==> config.mk <==
export PLATFORM = sky130hd
export DESIGN_NAME = stg_hazard_ctl
export DESIGN_NICKNAME = d
export VERILOG_FILES = /design/src/rtl/stg_hazard_ctl_pkg.sv /design/src/rtl/stg_scoreboard.sv /design/src/rtl/stg_hazard_ctl.sv
export SDC_FILE = /design/constraint.sdc
export NUM_CORES = 1
export LEC_CHECK = 0
export ABC_CLOCK_PERIOD_IN_PS = 4100
export CORE_MARGIN = 3
export CORE_UTILIZATION = 56
export CTS_CLUSTER_SIZE = 12
export DETAILED_ROUTE_END_ITERATION = 8
export PLACE_DENSITY = 0.85
export RECOVER_POWER = 25
export SLEW_MARGIN = 10
export SYNTH_ARGS = -nofsm -noshare
export SYNTH_HDL_FRONTEND = slang
export SYNTH_SLANG_ARGS = --single-unit
==> constraint.sdc <==
create_clock -name iw_clk -period 4.1 [get_ports iw_clk]
set_input_delay 0.615 -clock iw_clk [delete_from_list [all_inputs] [get_ports iw_clk]]
set_output_delay 0.615 -clock iw_clk [all_outputs]
set_load 0.05 [all_outputs]
==> src/rtl/stg_hazard_ctl_pkg.sv <==
// Shared sizes, scoreboard counter type and FSM encodings for the decode/execute
// hazard controller. HAZARD_SR_EN enables SR tracking in the top.
package stg_hazard_ctl_pkg;

    localparam int SIZE_TGT_GP = 3;
    localparam int HBIT_TGT_GP = SIZE_TGT_GP - 1;
    localparam int HBIT_SRC_GP = HBIT_TGT_GP;
    localparam int SIZE_TGT_SR = 2;
    localparam int HBIT_TGT_SR = SIZE_TGT_SR - 1;
    localparam int HBIT_SRC_SR = HBIT_TGT_SR;
    localparam int SIZE_SB_CNT = 2;
    localparam int HBIT_SB_CNT = SIZE_SB_CNT - 1;

    localparam logic [1:0] HZ_RUN   = 2'd0;
    localparam logic [1:0] HZ_STALL = 2'd1;
    localparam logic [1:0] HZ_FLUSH = 2'd2;

    typedef logic [HBIT_SB_CNT:0] sb_cnt_t;

endpackage

==> src/rtl/stg_scoreboard.sv <==
// Per-register in-flight write counters with two combinational lookup ports.
// Port b also reports saturation, for the target-register check.
module stg_scoreboard
    import stg_hazard_ctl_pkg::*;
#(
    parameter int IDX_W = 3
) (
    input  logic             clk,
    input  logic             rst_n,
    input  logic             inc_en,
    input  logic [IDX_W-1:0] inc_idx,
    input  logic             dec_en,
    input  logic [IDX_W-1:0] dec_idx,
    input  logic [IDX_W-1:0] rd_a_idx,
    input  logic [IDX_W-1:0] rd_b_idx,
    output logic             rd_a_pend,
    output logic             rd_b_pend,
    output logic             rd_b_full
);

    localparam int ENTRIES = 1 << IDX_W;

    sb_cnt_t [ENTRIES-1:0] cnt;
    sb_cnt_t [ENTRIES-1:0] cnt_nxt;

    // A retire against an empty entry is dropped, so a same-cycle issue still counts.
    always_comb begin
        cnt_nxt = cnt;
        for (int i = 0; i < ENTRIES; i++) begin
            logic inc, dec;
            inc = inc_en && (inc_idx == IDX_W'(i));
            dec = dec_en && (dec_idx == IDX_W'(i)) && (cnt[i] != '0);
            if (inc && !dec && (cnt[i] != '1))
                cnt_nxt[i] = cnt[i] + 1'b1;
            else if (dec && !inc)
                cnt_nxt[i] = cnt[i] - 1'b1;
        end
    end

    always_ff @(posedge clk or negedge rst_n) begin
        if (!rst_n) cnt <= '0;
        else        cnt <= cnt_nxt;
    end

    assign rd_a_pend = (cnt[rd_a_idx] != '0);
    assign rd_b_pend = (cnt[rd_b_idx] != '0);
    assign rd_b_full = (cnt[rd_b_idx] == '1);

    retire_underflow: assert property (@(posedge clk) disable iff (!rst_n)
        !(dec_en && (cnt[dec_idx] == '0)));

endmodule

==> src/rtl/stg_hazard_ctl.sv <==
// Issue/stall/flush sequencer between decode and execute, driven by a write scoreboard.
// Define HAZARD_SR_EN to add SR ports and SR hazard tracking.
module stg_hazard_ctl
    import stg_hazard_ctl_pkg::*;
#(
    parameter int FLUSH_CYCLES = 2
) (
    input  logic                 iw_clk,
    input  logic                 iw_rst_n,
    input  logic                 iw_id_valid,
    input  logic                 iw_src_gp_en,
    input  logic [HBIT_SRC_GP:0] iw_src_gp,
    input  logic                 iw_tgt_gp_en,
    input  logic [HBIT_TGT_GP:0] iw_tgt_gp,
`ifdef HAZARD_SR_EN
    input  logic                 iw_src_sr_en,
    input  logic [HBIT_SRC_SR:0] iw_src_sr,
    input  logic                 iw_tgt_sr_en,
    input  logic [HBIT_TGT_SR:0] iw_tgt_sr,
`endif
    input  logic                 iw_wb_gp_en,
    input  logic [HBIT_TGT_GP:0] iw_wb_gp,
`ifdef HAZARD_SR_EN
    input  logic                 iw_wb_sr_en,
    input  logic [HBIT_TGT_SR:0] iw_wb_sr,
`endif
    input  logic                 iw_branch_taken,
    output logic                 ow_issue,
    output logic                 ow_stall,
    output logic                 ow_flush,
    output logic [1:0]           ow_state,
    output logic [15:0]          ow_stall_cnt
);

    localparam logic [2:0] FLUSH_LOAD = 3'(FLUSH_CYCLES - 1);

    logic [1:0] state, state_nxt;
    logic [2:0] fcnt, fcnt_nxt;
    logic       gp_src_pend, gp_tgt_pend, gp_tgt_full;
    logic       sr_hazard, hazard, in_flush, issue_raw, stall_raw;

    stg_scoreboard #(.IDX_W(SIZE_TGT_GP)) u_sb_gp (
        .clk       (iw_clk),
        .rst_n     (iw_rst_n),
        .inc_en    (ow_issue & iw_tgt_gp_en),
        .inc_idx   (iw_tgt_gp),
        .dec_en    (iw_wb_gp_en),
        .dec_idx   (iw_wb_gp),
        .rd_a_idx  (iw_src_gp),
        .rd_b_idx  (iw_tgt_gp),
        .rd_a_pend (gp_src_pend),
        .rd_b_pend (gp_tgt_pend),
        .rd_b_full (gp_tgt_full)
    );

`ifdef HAZARD_SR_EN
    logic sr_src_pend, sr_tgt_pend, sr_tgt_full;

    stg_scoreboard #(.IDX_W(SIZE_TGT_SR)) u_sb_sr (
        .clk       (iw_clk),
        .rst_n     (iw_rst_n),
        .inc_en    (ow_issue & iw_tgt_sr_en),
        .inc_idx   (iw_tgt_sr),
        .dec_en    (iw_wb_sr_en),
        .dec_idx   (iw_wb_sr),
        .rd_a_idx  (iw_src_sr),
        .rd_b_idx  (iw_tgt_sr),
        .rd_a_pend (sr_src_pend),
        .rd_b_pend (sr_tgt_pend),
        .rd_b_full (sr_tgt_full)
    );

    assign sr_hazard = (iw_src_sr_en & sr_src_pend) |
                       (iw_tgt_sr_en & (sr_tgt_pend | sr_tgt_full));
`else
    assign sr_hazard = 1'b0;
`endif

    // The target is read as well as written, so any pending write to it blocks issue.
    assign hazard = (iw_src_gp_en & gp_src_pend) |
                    (iw_tgt_gp_en & (gp_tgt_pend | gp_tgt_full)) |
                    sr_hazard;

    assign in_flush  = (state == HZ_FLUSH);
    assign issue_raw = iw_id_valid & ~hazard & ~iw_branch_taken & ~in_flush;
    assign stall_raw = iw_id_valid &  hazard & ~iw_branch_taken & ~in_flush;

    assign ow_issue = iw_rst_n & issue_raw;
    assign ow_stall = iw_rst_n & stall_raw;
    assign ow_flush = iw_rst_n & (in_flush | iw_branch_taken);
    assign ow_state = state;

    always_comb begin
        state_nxt = state;
        fcnt_nxt  = fcnt;
        if (iw_branch_taken) begin
            state_nxt = HZ_FLUSH;
            fcnt_nxt  = FLUSH_LOAD;
        end else begin
            case (state)
                HZ_RUN:   if (iw_id_valid & hazard) state_nxt = HZ_STALL;
                HZ_STALL: if (~hazard | ~iw_id_valid) state_nxt = HZ_RUN;
                HZ_FLUSH: begin
                    if (fcnt == '0) state_nxt = HZ_RUN;
                    else            fcnt_nxt  = fcnt - 1'b1;
                end
                default:  state_nxt = HZ_RUN;
            endcase
        end
    end

    always_ff @(posedge iw_clk or negedge iw_rst_n) begin
        if (!iw_rst_n) begin
            state        <= HZ_RUN;
            fcnt         <= '0;
            ow_stall_cnt <= '0;
        end else begin
            state <= state_nxt;
            fcnt  <= fcnt_nxt;
            if (ow_stall && (ow_stall_cnt != 16'hFFFF))
                ow_stall_cnt <= ow_stall_cnt + 16'd1;
        end
    end

endmodule
# ---- After elaboration in Yosys (flattened, before gate mapping)
# Index checks and enable logic that the tools add are counted.
dict set report word_totals {
  reg_bits 37
  output_inout_bits 21
  word_cells 199
}
dict set report op_classes {
  n_mux 28
  bitwise_logic 20
  n_reduce_logical 90
  n_lt_le_gt_ge 2
  addsub 18
  eq_ne 30
}
# cell n
set ops {}
lappend ops {{logical AND 1 bit} 49}
lappend ops {{two-way mux 2 bit} 22}
lappend ops {{nonzero test 2 bit} 19}
lappend ops {{== test 3 bit (second input constant)} 8}
lappend ops {{!= test 2 bit (second input constant)} 9}
lappend ops {{adder 16 x 1 -> 16 bit (second input constant)} 1}
lappend ops {{adder 2 x 1 -> 2 bit (second input constant)} 8}
lappend ops {{zero test 1 bit} 16}
lappend ops {{!= test 16 bit (second input constant)} 1}
lappend ops {{subtractor 2 x 1 -> 2 bit (second input constant)} 8}
lappend ops {{AND 1 bit} 12}
lappend ops {{binary-select mux 2 bit (select 3 bit)} 2}
lappend ops {{== test 3 x 2 -> 1 bit (second input constant)} 4}
lappend ops {{zero test 3 bit} 3}
lappend ops {{two-way mux 3 bit} 3}
lappend ops {{< comparator 3 x 4 -> 1 bit (second input constant)} 2}
lappend ops {{== test 3 x 1 -> 1 bit (second input constant)} 2}
lappend ops {{!= test 3 bit (second input constant)} 2}
lappend ops {{case mux 2 bit (3 select lines)} 1}
lappend ops {{== test 2 bit (second input constant)} 2}
lappend ops {{inverter 1 bit} 4}
lappend ops {{bitwise OR 1 bit} 4}
lappend ops {{!= test 3 x 2 -> 1 bit (second input constant)} 1}
lappend ops {{AND reduction 3 bit} 1}
lappend ops {{other kinds (4)} 4}

# ---- Depth between registers and ports, before layout
# Gate-level depths: netlist (run 1).
dict set report logic_depth {
  word_depth 17
  mapped_depth 8
  depth_no_buf 7
}

# ---- Cells and area by module
# Synthesis (run 1) repeated with hierarchy kept, for this count alone.
dict set report hier_totals {
  hier_cells 240
  hier_area_um2 2260.9
}
# mod cells_each seq_area_each_um2 area_per_inst_um2 instances
set by_module_without_submodules {}
lappend by_module_without_submodules {stg_scoreboard 139 400.4 1173.6 1}
lappend by_module_without_submodules {stg_hazard_ctl 101 525.5 1087.3 1}

# ---- Worst setup path after synthesis (run 1)
# No wires, ideal clock.
dict set report synth_timing {
  path_kind {input to output}
  start {in iw_src_gp[0]}
  end {out ow_issue}
  path_stages 7
  n_path_buf 2
  path_slack_ns 1.072
  arrival_ns 2.413
  cell_sequence {buf_6 > nor3_1 > a21oi_1 > mux4_2 > o2bb2ai_2 > clkbuf_1 > nor2_1}
}
dict set report synth_via {
  elab_chain_len 10
}
# element line
set synth_lines {}
lappend synth_lines {{start: declaration} stg_hazard_ctl.sv:12} ;# input logic [HBIT_SRC_GP:0] iw_src_gp,
lappend synth_lines {{binary-select mux 2 bit (select 3 bit)} stg_scoreboard.sv:45} ;# assign rd_a_pend = (cnt[rd_a_idx] != '0);
lappend synth_lines {{two-way mux 2 bit (not written as such)} stg_scoreboard.sv:45}
lappend synth_lines {{nonzero test 2 bit} stg_scoreboard.sv:45}
lappend synth_lines {{AND 1 bit} stg_hazard_ctl.sv:80} ;# assign hazard = (iw_src_gp_en & gp_src_pend) |
lappend synth_lines {{bitwise OR 1 bit} stg_hazard_ctl.sv:80}
lappend synth_lines {{inverter 1 bit} stg_hazard_ctl.sv:85} ;# assign issue_raw = iw_id_valid & ~hazard & ~iw_branch_taken & ~in_flush;
lappend synth_lines {{AND 1 bit (3 in a row)} stg_hazard_ctl.sv:85}
lappend synth_lines {{AND 1 bit} stg_hazard_ctl.sv:88} ;# assign ow_issue = iw_rst_n & issue_raw;
lappend synth_lines {{end: declaration} stg_hazard_ctl.sv:28} ;# output logic ow_issue,
# No other way between the ends. The select of a mux whose other input is x is not followed.

# ---- Final worst setup path (run 1)
dict set report layout_timing {
  start {in iw_tgt_gp[1]}
  end {out ow_stall}
}
dict set report layout_via {
  elab_chain_len 10
  word_cells_on_any_way 11
  classes_between {eq/ne: 1; mux: 2; bitwise: 7; reduce/logical: 1}
}
# element line
set layout_lines {}
lappend layout_lines {{start: declaration} stg_hazard_ctl.sv:14} ;# input logic [HBIT_TGT_GP:0] iw_tgt_gp,
lappend layout_lines {{binary-select mux 2 bit (select 3 bit) (*)} {stg_scoreboard.sv:46, stg_scoreboard.sv:47}}
lappend layout_lines {{two-way mux 2 bit (not written as such) (*)} {stg_scoreboard.sv:46, stg_scoreboard.sv:47}}
lappend layout_lines {{== test 2 bit or nonzero test 2 bit (tied branches)} {stg_scoreboard.sv:47, stg_scoreboard.sv:46}}
lappend layout_lines {{bitwise OR 1 bit (*)} stg_hazard_ctl.sv:81} ;# (iw_tgt_gp_en & (gp_tgt_pend | gp_tgt_full)) |
lappend layout_lines {{AND 1 bit (*)} stg_hazard_ctl.sv:81}
lappend layout_lines {{bitwise OR 1 bit (*)} stg_hazard_ctl.sv:80}
lappend layout_lines {{AND 1 bit (*) (3 in a row)} stg_hazard_ctl.sv:86} ;# assign stall_raw = iw_id_valid & hazard & ~iw_branch_taken & ~in_flush;
lappend layout_lines {{AND 1 bit (*)} stg_hazard_ctl.sv:89} ;# assign ow_stall = iw_rst_n & stall_raw;
lappend layout_lines {{end: declaration} stg_hazard_ctl.sv:29} ;# output logic ow_stall,
# Mark *: on every way between the ends. The rest lies on a longest branch, timed or not. The select of a mux whose other input is x is not followed.

==> results of run 1 <==
==> layer usage <==
layer  track usage (%)  vias up  wire (um)
met1              28.1      825       1980
li1                  -      799          -
met4              6.74        0         55
met2              39.3       61       2300
met3              7.86        8        228
met5                 0        -          0
==> final cells by class <==
cell class | instances | area share (%)
clock buffers | 6 | 1.71
clock inverters | 2 | 1.60
inverters | 4 | 0.621
multi-input cells | 151 | 40.9
flip-flops and latches | 37 | 38.3
well taps | 44 | 2.28
repair buffers | 37 | 14.6
==> critical path: stages <==
cell	delay, ns
clkdlybuf4s50_1	0.65
nor3_1	0.08
a211oi_1	0.21
o41ai_1	0.11
o2bb2ai_2	0.70
nor2b_1	0.26
buf_4	0.23
==> Yosys cell counts (2+ instances only) <==
cell type | number | share of area [%]
dfrtp_1 | 37 | 47
a21oi_1 | 17 | 4.3
xnor2_1 | 14 | 6.2
nand3_1 | 13 | 3.3
nor2_1 | 13 | 2.5
and3_1 | 12 | 3.8
nor3b_1 | 10 | 3.8
nand2_1 | 9 | 1.7
o21a_1 | 9 | 3.4
nand4_1 | 7 | 2.2
nor3_1 | 7 | 1.8
nor2b_1 | 6 | 1.9
o41ai_1 | 5 | 2.2
inv_1 | 4 | 0.76
nand2b_1 | 4 | 1.3
o21ai_2 | 4 | 1.8
clkbuf_1 | 3 | 0.57
ha_1 | 3 | 1.9
a31oi_1 | 2 | 0.64
and2_1 | 2 | 0.64
and4_1 | 2 | 0.89
buf_2 | 2 | 0.51
==> power groups by stage <==
stage	clock network, uW	registers (uW)	logic, uW
floorplan	0	461	119
global placement	0	420	227
detailed placement	0	423	238
CTS	261	416	240
global route	277	421	261
finish	259	416	238
==> sequential cells by signal, indices dropped and copies added (netlist names) <==
| register | count |
|---|---|
| fcnt | 3 |
| ow_state | 2 |
| ow_stall_cnt | 16 |
| u_sb_gp.cnt | 16 |
==> metrics by stage <==
stage	setup slack [ns]	power [uW]	std cells	hold WS, ns
after floorplan	1.07	580	198	0.319
after global placement	0.682	647	273	0.482
after detailed placement	0.619	661	273	0.486
after CTS	0.616	917	281	0.144
after global routing	0.404	959	281	0.309
final	0.617	913	281	0.287
==> cell families (layout without fill, tap and decap cells) <==
kind of cell	after synthesis	in the layout
adder cells (fa/ha/maj)	3	3
AND/OR/NAND/NOR	90	90
buffers and inverters	10	49
flip-flops	37	37
multiplexers	2	2
XOR/XNOR	15	15
AO/OA/AOI/OAI	41	41
==> worst min-delay path by stage <==
stage               startpoint         endpoint  slack (ns)
2_1_floorplan         iw_rst_n          fcnt[0]        0.32
3_3_place_gp   ow_stall_cnt[6]  ow_stall_cnt[6]        0.48
3_5_place_dp   ow_stall_cnt[6]  ow_stall_cnt[6]        0.49
4_1_cts               iw_rst_n          fcnt[0]        0.14
5_1_grt               iw_rst_n          fcnt[0]        0.31
6_report              iw_rst_n      ow_state[0]        0.29
==> impl_metrics.tcl, run 1 <==
set metrics [dict create \
    synthAdderAreaFrac_pct 1.91 \
    clockPowerShare_pct 28.4 \
    clock_skew_ns 0.0136 \
    syn_inst 198 \
    io_buffer_count 36 \
    placedInstanceArea_um2 2340 \
    cp-start-kind "input pin" \
    num-fill-cells 260 \
    relSlewSlack_pct 5.37 \
    status "complete, no violations" \
    grt_pass1_wl_um 7670 \
    rsz0062_at_grt "no" \
    combinationalPowerShare_pct 26.1 \
    cts-buffers-inserted 5 \
    p_sw_share_pct 32.8 \
    setup_viol_count_final 0 \
    routed_via_density 6.02 \
    timing.rr.start "ow_state[1]" \
    yosys_warnings 0 \
    drt_iter0_drc 114 \
    coreArea_um2 3200 \
    gp_congestion 0.943 \
    synth_compound_area_share_pct 14.1 \
    grt_pass1_vias 1720 \
    die_h_um 65.2 \
    synth_edf_count 0 \
    synth-seq-cells 37 \
    syn_to_final_growth_pct 23.2 \
    p_seq_share_pct 45.5 \
    ant_nets 0 \
    wl_um 4560 \
    ys_async_sr_fraction_pct 100 \
    period_share_pct 84.9 \
    row_count 20 \
    seq_area_frac_synth_pct 47.2 \
    p_int_uw 613 \
    synth-simple-area-share_pct 25.9 \
    avgSynthCellArea_um2 9.91 \
    grt_usage_pct 23.2 \
    finalHoldViolCount 0 \
    synthXorXnorAreaFrac_pct 6.69 \
    cap_violations 0 \
    cp.required_ns 3.48 \
    ctsHoldBuffers 0 \
    r2r_slack_ns 1.58 \
    final_cell_mix "dfrtp_1 (37), clkdlybuf4s50_1 (33), a21oi_1 (17)" \
    nets 255 \
    synth_nets 217 \
    post-route-util_pct 75.5 \
    cts_tree "yes" \
    vias 1693 \
    overflow 0 \
    crit_arrival_ns 2.87 \
    drc 0 \
    muxShareOfSynthArea_pct 1.72 \
    io_pins 37 \
    seqCellArea_um2 926 \
    r2r_cells 5 \
    switchingPower_uw 300 \
    synth_cell_types 35 \
    cts_resized 0 \
    crit_start "iw_tgt_gp[1]" \
    leakagePower_uw 0.00102 \
    ir_drop_mv 0.290 \
    wl_per_cell_um 16.2 \
    syn-cell-area_um2 1960 \
    final_area_um2 2420 \
    insertion_delay_ns 0.35 \
    start_util_pct 61.3 \
    hpwl_um 3390 \
    drtPass1Iterations 5 \
    cts.sinks 37 \
    end_kind "output port" \
    timing.rr.end "ow_stall_cnt[1]" \
    power_density_nw_per_um2 378 \
    antenna_cells 0 \
    clock_path_buffers 2 \
    drv_slew 0 \
    tns_ns 0 \
    crit_fanout 23 \
    timing_worst_setup_path_type "input pin to output port" \
    layout-drive-gt1-share_pct 7.59 \
    min_path_type "input pin to async pin" \
    worst_slew_pin_slew_ns 1.42 \
    grt_antenna_before_repair 0 \
    postCtsSetupBuffers 0 \
    cts_max_level 2 \
    grt_max_degree 27 \
    dieArea_um2 4250 \
    synth-main-ff-cell "dfrtp_1" \
    fmax_mhz 287 \
    min_period_ns 3.48 \
    die_w_um 65.2 \
    clkTransAtPathRegs_ns 0.12 \
    multi_input_area_um2 990 \
    endpoint "ow_stall" \
    layout_commonest_cell "dfrtp_1" \
    cts_root_buf "clkbuf_4" \
    synth_top_family_by_area "simple AND/OR/NAND/NOR gates" \
]
Note: power is estimated with default switching activity, not from simulation.
==> inputs of run 2 (changes only) <==
Settings changed: ABC_CLOCK_PERIOD_IN_PS 4100 to 3300, CORE_UTILIZATION 56 to 52, PLACE_DENSITY 0.85 to 0.8.
Clock period 4.1 ns to 3.3 ns, I/O delays scaled along.
==> impl_metrics.tcl, run 2 (synthesis results as in run 1) <==
set metrics [dict create \
    hpwl_um 3450 \
    clock_skew_ns 0.00573 \
    cts_tree "yes" \
    drv_slew 0 \
    drt_iter0_drc 100 \
    finalNonFillerCells 285 \
    drc 0 \
    antenna_cells 0 \
    wl_um 4630 \
    nets 257 \
    path_depth 7 \
    overflow 0 \
    cp_cell_sequence "clkdlybuf4s50_1 -> nor3_1 -> a21oi_1 -> mux4_2 -> o2bb2ai_2 -> nor2_1 -> buf_12" \
    period_share_pct 88.1 \
    ctsHoldBuffers 0 \
    setup_viol_count_final 0 \
    coreArea_um2 3490 \
    final_area_um2 2480 \
    dp_cells 277 \
    clkTransAtPathRegs_ns 0.07 \
    leakagePower_uw 0.00105 \
    end_kind "output port" \
    timing.rr.end "u_sb_gp.cnt[0]" \
    cts_resized 0 \
    grt_pass1_wl_um 7960 \
    holdWs_ns 0.241 \
    grt_max_degree 26 \
    cp-start-kind "input pin" \
    vias 1663 \
    die_w_um 67.4 \
    finalHoldViolCount 0 \
    cp.required_ns 2.80 \
    p_int_uw 794 \
    top_regs "ow_stall_cnt: 16 flops, u_sb_gp.cnt: 16 flops, fcnt: 3 flops" \
    cp_slowest_cell "clkdlybuf4s50_1" \
    path_buf_inv 2 \
    timing_worst_setup_path_type "input pin to output port" \
    start_util_pct 56.2 \
    crit_fanout 8 \
    min_period_ns 2.91 \
    placedInstanceArea_um2 2390 \
    row_count 21 \
    relSlewSlack_pct 13.9 \
    die_h_um 67.4 \
    insertion_delay_ns 0.29 \
    layout-drive-gt1-share_pct 8.79 \
    p_total_uw 1160 \
    layout_commonest_cell "dfrtp_1" \
    drtPass1Iterations 4 \
    crit_arrival_ns 2.41 \
    p_seq_share_pct 44.7 \
    io_pins 37 \
    final_cell_mix "dfrtp_1 (37), clkdlybuf4s50_1 (33), a21oi_1 (17)" \
    clockPowerShare_pct 29.5 \
    routed_via_density 5.84 \
    min_path_type "input pin to async pin" \
    p_sw_share_pct 31.6 \
    r2r_slack_ns 1.01 \
    gp_congestion 0.907 \
    ant_nets 0 \
    r2r_cells 7 \
    postCtsSetupBuffers 0 \
    crit_family "buffers and inverters" \
    grt_pass1_vias 1713 \
    cts_max_level 2 \
    ir_drop_mv 0.664 \
    crit_start "iw_src_gp[0]" \
    cts.sinks 37 \
    timing.rr.start "u_sb_gp.cnt[8]" \
    syn_to_final_growth_pct 26.4 \
    cts-buffers-inserted 5 \
    grt_antenna_before_repair 0 \
    grt_usage_pct 24.0 \
    cpPeakStageDelay_ns 0.55 \
    io_buffer_count 36 \
    rsz0062_at_grt "no" \
    cap_violations 0 \
    cts_root_buf "clkbuf_8" \
    clock_path_buffers 2 \
    combinationalPowerShare_pct 25.8 \
    dieArea_um2 4550 \
    fmax_mhz 344 \
    tns_ns 0 \
    status "complete, no violations" \
    power_density_nw_per_um2 467 \
    worst_slew_pin_slew_ns 1.29 \
    wl_per_cell_um 16.2 \
    switchingPower_uw 366 \
]
## run 2: cell types whose count changed in the layout (fill, tap and decap cells not counted), sizes merged
cell    delta
buf        +2
bufinv     -1
clkbuf     +1
## run 2: how the worst max path moves through the flow
stage	slack [ns]	end
2_1_floorplan	0.51	ow_issue
3_3_place_gp	0.47	ow_issue
3_5_place_dp	0.37	u_sb_gp.cnt[0]
4_1_cts	0.37	ow_issue
5_1_grt	0.23	ow_issue
6_report	0.39	ow_issue
## run 2: area by class of cell
class | count | area, um2
Inverter | 4 | 15.0
Timing Repair Buffer | 39 | 393
Tap cell | 46 | 57.6
Multi-Input combinational cell | 151 | 990
Fill cell | 272 | 1010
Clock inverter | 1 | 5.00
Clock buffer | 7 | 96.3
Sequential cell | 37 | 926
## run 2: metal layers
layer / track usage, % / wire, um / vias up
met5: 0 / 0 / -
met4: 10.1 / 83 / 0
met3: 5.32 / 194 / 7
met2: 40.2 / 2340 / 42
met1: 29.9 / 2010 / 813
li1: - / - / 801
## run 2: stage by stage
| step | worst slack [ns] | utilization, % |
|---|---|---|
| floorplan | 0.512 | - |
| finish | 0.392 | 71.0 |
| detailed placement | 0.373 | 68.3 |
| global placement | 0.468 | 68.3 |
| global route | 0.230 | 71.0 |
| CTS | 0.366 | 71.2 |
## run 2: power groups by stage
stage / Sequential, uW / Clock (uW) / Combinational [uW]
2_1_floorplan: 573 / 0 / 148
3_3_place_gp: 524 / 0 / 289
3_5_place_dp: 527 / 0 / 300
4_1_cts: 518 / 351 / 303
5_1_grt: 524 / 370 / 333
6_report: 518 / 343 / 300
==> RTL change 1, RTL diff (config.mk and constraints of run 2) <==
Set the package constant `SIZE_TGT_GP` to 5 (it was 3).
--- a/src/rtl/stg_hazard_ctl_pkg.sv
+++ b/src/rtl/stg_hazard_ctl_pkg.sv
@@ -3,5 +3,5 @@
 package stg_hazard_ctl_pkg;
 
-    localparam int SIZE_TGT_GP = 3;
+    localparam int SIZE_TGT_GP = 5;
     localparam int HBIT_TGT_GP = SIZE_TGT_GP - 1;
     localparam int HBIT_SRC_GP = HBIT_TGT_GP;
Interface: changed (resized iw_src_gp, iw_tgt_gp and iw_wb_gp); port bits go from 37 to 43. No check against the original RTL was run, so the function may have changed too.
==> RTL change 1 against run 2 <==
Worst setup slack worse by 0.32 ns. Count of clock-buffer cells in the layout up 3. Global-route usage up 1.8 points. Synthesized area up 140%. Synthesized cell count up 140%. Critical path depth up 1. Cell area up 130%. Clock skew up 0.0068 ns. Routed wire length rose to 2.6 times the old value. Sequential cell count up 48. Die area up 120%. Power up 110%.
==> RTL change 1: results <==
export IMPL_status="completed"
export IMPL_clockBufferCount=10
export IMPL_wl_met2_um=5980
export IMPL_post_dp_cell_area_um2=5330
export IMPL_grt_pass1_vias=4096
export IMPL_ys_seq_area_frac=0.458
export IMPL_dp_cells=636
export IMPL_inverters=11
export IMPL_htree_levels=3
export IMPL_p_per_area_nw_per_um2=433
export IMPL_powerClk_w=0.000932
export IMPL_synth_nets=503
export IMPL_grt_pass1_wl_um=20200
export IMPL_clk_latency_ns=0.36
export IMPL_postCtsResizedCells=6
export IMPL_clkCellAreaFrac=0.0454
export IMPL_synth_xor_area_frac=0.0321
export IMPL_drive_gt1_frac=0.135
export IMPL_place_ws_ns=-0.0871
export IMPL_hold_path_class="register to register"
export IMPL_seq_share=0.380
export IMPL_grt_max_degree=55
export IMPL_design_seq_count=85
export IMPL_drt_pass1_iter_count=5
export IMPL_numCtsBuffers=9
export IMPL_drtIter0Drc=317
export IMPL_postSynthAreaPerCell_um2=9.71
export IMPL_hpwl_um=9350
==> RTL change 1: metrics by stage <==
| stage | setup TNS (ns) | hold slack, ns | power [W] |
|---|---|---|---|
| 2_1_floorplan | 0 | 0.199 | 0.00136 |
| 3_3_place_gp | 0 | 0.294 | 0.00149 |
| 3_5_place_dp | -0.161 | 0.297 | 0.00151 |
| 6_report | 0 | 0.493 | 0.00242 |
| 5_1_grt | -0.00392 | 0.514 | 0.00252 |
| 4_1_cts | 0 | 0.501 | 0.00244 |
==> RTL change 1: path summary, 6_finish.rpt <==
kind | slack (ns) | from | endpoint
worst max-delay path | 0.08 | iw_src_gp[2] | ow_stall
worst min-delay path | 0.49 | ow_state[1] | ow_state[0]
worst max register to register | 0.63 | u_sb_gp.cnt[18] | u_sb_gp.cnt[40]
worst min register to register | 0.49 | ow_state[1] | ow_state[0]
max in group asynchronous | 1.34 | iw_rst_n | u_sb_gp.cnt[49]
min in group asynchronous | 0.55 | iw_rst_n | ow_state[0]
==> RTL change 2, RTL diff (flow settings as in run 2) <==
Without the edit above. Make the reset (`iw_rst_n` and `rst_n`) synchronous in 2 clocked blocks.
--- a/src/rtl/stg_scoreboard.sv
+++ b/src/rtl/stg_scoreboard.sv
@@ -38,5 +38,5 @@
     end
 
-    always_ff @(posedge clk or negedge rst_n) begin
+    always_ff @(posedge clk) begin
         if (!rst_n) cnt <= '0;
         else        cnt <= cnt_nxt;
--- a/src/rtl/stg_hazard_ctl.sv
+++ b/src/rtl/stg_hazard_ctl.sv
@@ -110,5 +110,5 @@
     end
 
-    always_ff @(posedge iw_clk or negedge iw_rst_n) begin
+    always_ff @(posedge iw_clk) begin
         if (!iw_rst_n) begin
             state        <= HZ_RUN;
Behaviour: differs if iw_rst_n is asserted again (counterexample within 4 cycles, from zero or initial values and one cycle with iw_rst_n low); with iw_rst_n held inactive, the same outputs for 10 cycles.
==> RTL change 2 against run 2 <==
Synthesized cell count grew 22%. Worst hold slack improved by 0.21 ns. Sequential cell count stayed put. Critical endpoint is now ow_stall. Register-to-register slack gained 0.23 ns. Cell area is 0.86% higher. Synthesized area is 0.13% lower. Global-route usage fell by 1.6 points. Routed wire length rose by 0.41%. Worst setup slack lost 0.15 ns.
Power is not compared: it rests on default switching activity, and its combinational part moved more than twofold at a synthesized area within 25%.
==> RTL change 2: results <==
export IMPL_status="completed"
export IMPL_hpwl_um=3300
export IMPL_synth_warnings=0
export IMPL_use_met2=0.387
export IMPL_worstSetupEndpoint="ow_stall"
export IMPL_met3_length_um=261
export IMPL_dp_cells=322
export IMPL_whs_path_depth=2
export IMPL_async_flop_share=0
export IMPL_via_per_inst=5.76
export IMPL_worst_hold_slack_ns=0.450
export IMPL_worst_ep_arrival_time_ns=2.57
export IMPL_ctsLongestPathBuffers=2
export IMPL_globalplace_congestion=0.836
export IMPL_yosysUniqueCellTypes=48
export IMPL_crit_start="iw_src_gp[1]"
export IMPL_grt_max_degree=29
export IMPL_clk_pin_slew_ns=0.07
export IMPL_numCtsBuffers=5
export IMPL_grt_pass1_wl_um=7790
export IMPL_wl_met2_um=2230
export IMPL_p_leak_nw=0.950
export IMPL_ys_top_cells_by_area="dfxtp_1 (38%), nor2_1 (7.7%), nand2_1 (7.1%)"
export IMPL_grtUsageTotal=0.225
export IMPL_grt_antenna_before_repair=0
export IMPL_synth_nets=261
export IMPL_drtIter0Drc=91
export IMPL_clock_skew_ns=0.00503
export IMPL_hold_path_class="register to register"
export IMPL_highest_signal_layer="met4"
export IMPL_rr_startpoint="u_sb_gp.cnt[15]"
export IMPL_vdd_drop_max_v=0.000245
export IMPL_grt_pass1_vias=1812
export IMPL_post_cts_buffers=0
export IMPL_use_met3=0.0649
export IMPL_r2r_setup_slack_ns=1.24
export IMPL_holdCritStartpoint="u_sb_gp.cnt[11]"
export IMPL_met1_usage=0.265
export IMPL_critPathTopFamily="buffers and inverters"
export IMPL_finalNetCount=302
export IMPL_wl_met1_um=2100
export IMPL_synthCells=242
export IMPL_synth_common_cells="nor2_1 (40), dfxtp_1 (37), nand2_1 (37)"
export IMPL_rr_endpoint="ow_stall_cnt[12]"
export IMPL_portBuffers=36
export IMPL_wl_per_cell_um=14.1
export IMPL_r2r_cells=6
export IMPL_worst_path_largest_cell_delay_ns=0.57
export IMPL_drive_gt1_frac=0.0848
export IMPL_maxSlewHeadroom=0.575
export IMPL_layout_commonest_cell="nor2_1"
export IMPL_wl_um=4650
export IMPL_ys_seq_area_frac=0.378
export IMPL_drt_pass1_iter_count=4
export IMPL_cp_slowest_cell="clkdlybuf4s50_1"
RTL change 2: cell count changes after synthesis, sizes merged, moves of 7 or more:
cell / change
dfrtp: -37
dfxtp: +37
nand2: +29
nor2: +27
xnor2: -10
a21oi: -9
nor3b: -9
and3: -8
mux2i: +7
RTL change 2: kinds of logic after synthesis:
group / synth area share
multiplexers: 0.0472
adder cells (fa/ha/maj): 0.0191
XOR/XNOR: 0.0223
flip-flops: 0.378
buffers and inverters: 0.0243
AO/OA/AOI/OAI: 0.173
AND/OR/NAND/NOR: 0.336
RTL change 2: worst min-delay path: cells and delay by family, from the launching register on:
family           cells  cell delay [ns]
flip-flops           1             0.32
AND/OR/NAND/NOR      2             0.09
RTL change 2: area by class of cell:
class | instances | area, um2
clock buffers | 7 | 86.3
fillers | 312 | 991
inverters | 5 | 18.8
multi-input cells | 193 | 1170
flip-flops and latches | 37 | 741
well taps | 46 | 57.6
repair buffers | 41 | 428
RTL change 2: through the flow:
| step | power (W) | cell area [um2] | setup WS [ns] |
|---|---|---|---|
| final | 0.000872 | 2500 | 0.239 |
| after global routing | 0.000910 | 2500 | 0.203 |
| after CTS | 0.000883 | 2500 | 0.260 |
| after detailed placement | 0.000564 | 2420 | 0.301 |
| after global placement | 0.000563 | 2420 | 0.285 |
| after floorplan | 0.000517 | 1960 | 0.281 |
RTL change 2: report_power, final:
group | leakage [nW] | internal (W) | total [W] | switching [W]
combinational | 0.607 | 0.0000446 | 0.000103 | 0.0000581
sequential | 0.299 | 0.000450 | 0.000452 | 0.00000178
clock | 0.0443 | 0.000166 | 0.000318 | 0.000153
total | 0.950 | 0.000660 | 0.000872 | 0.000212
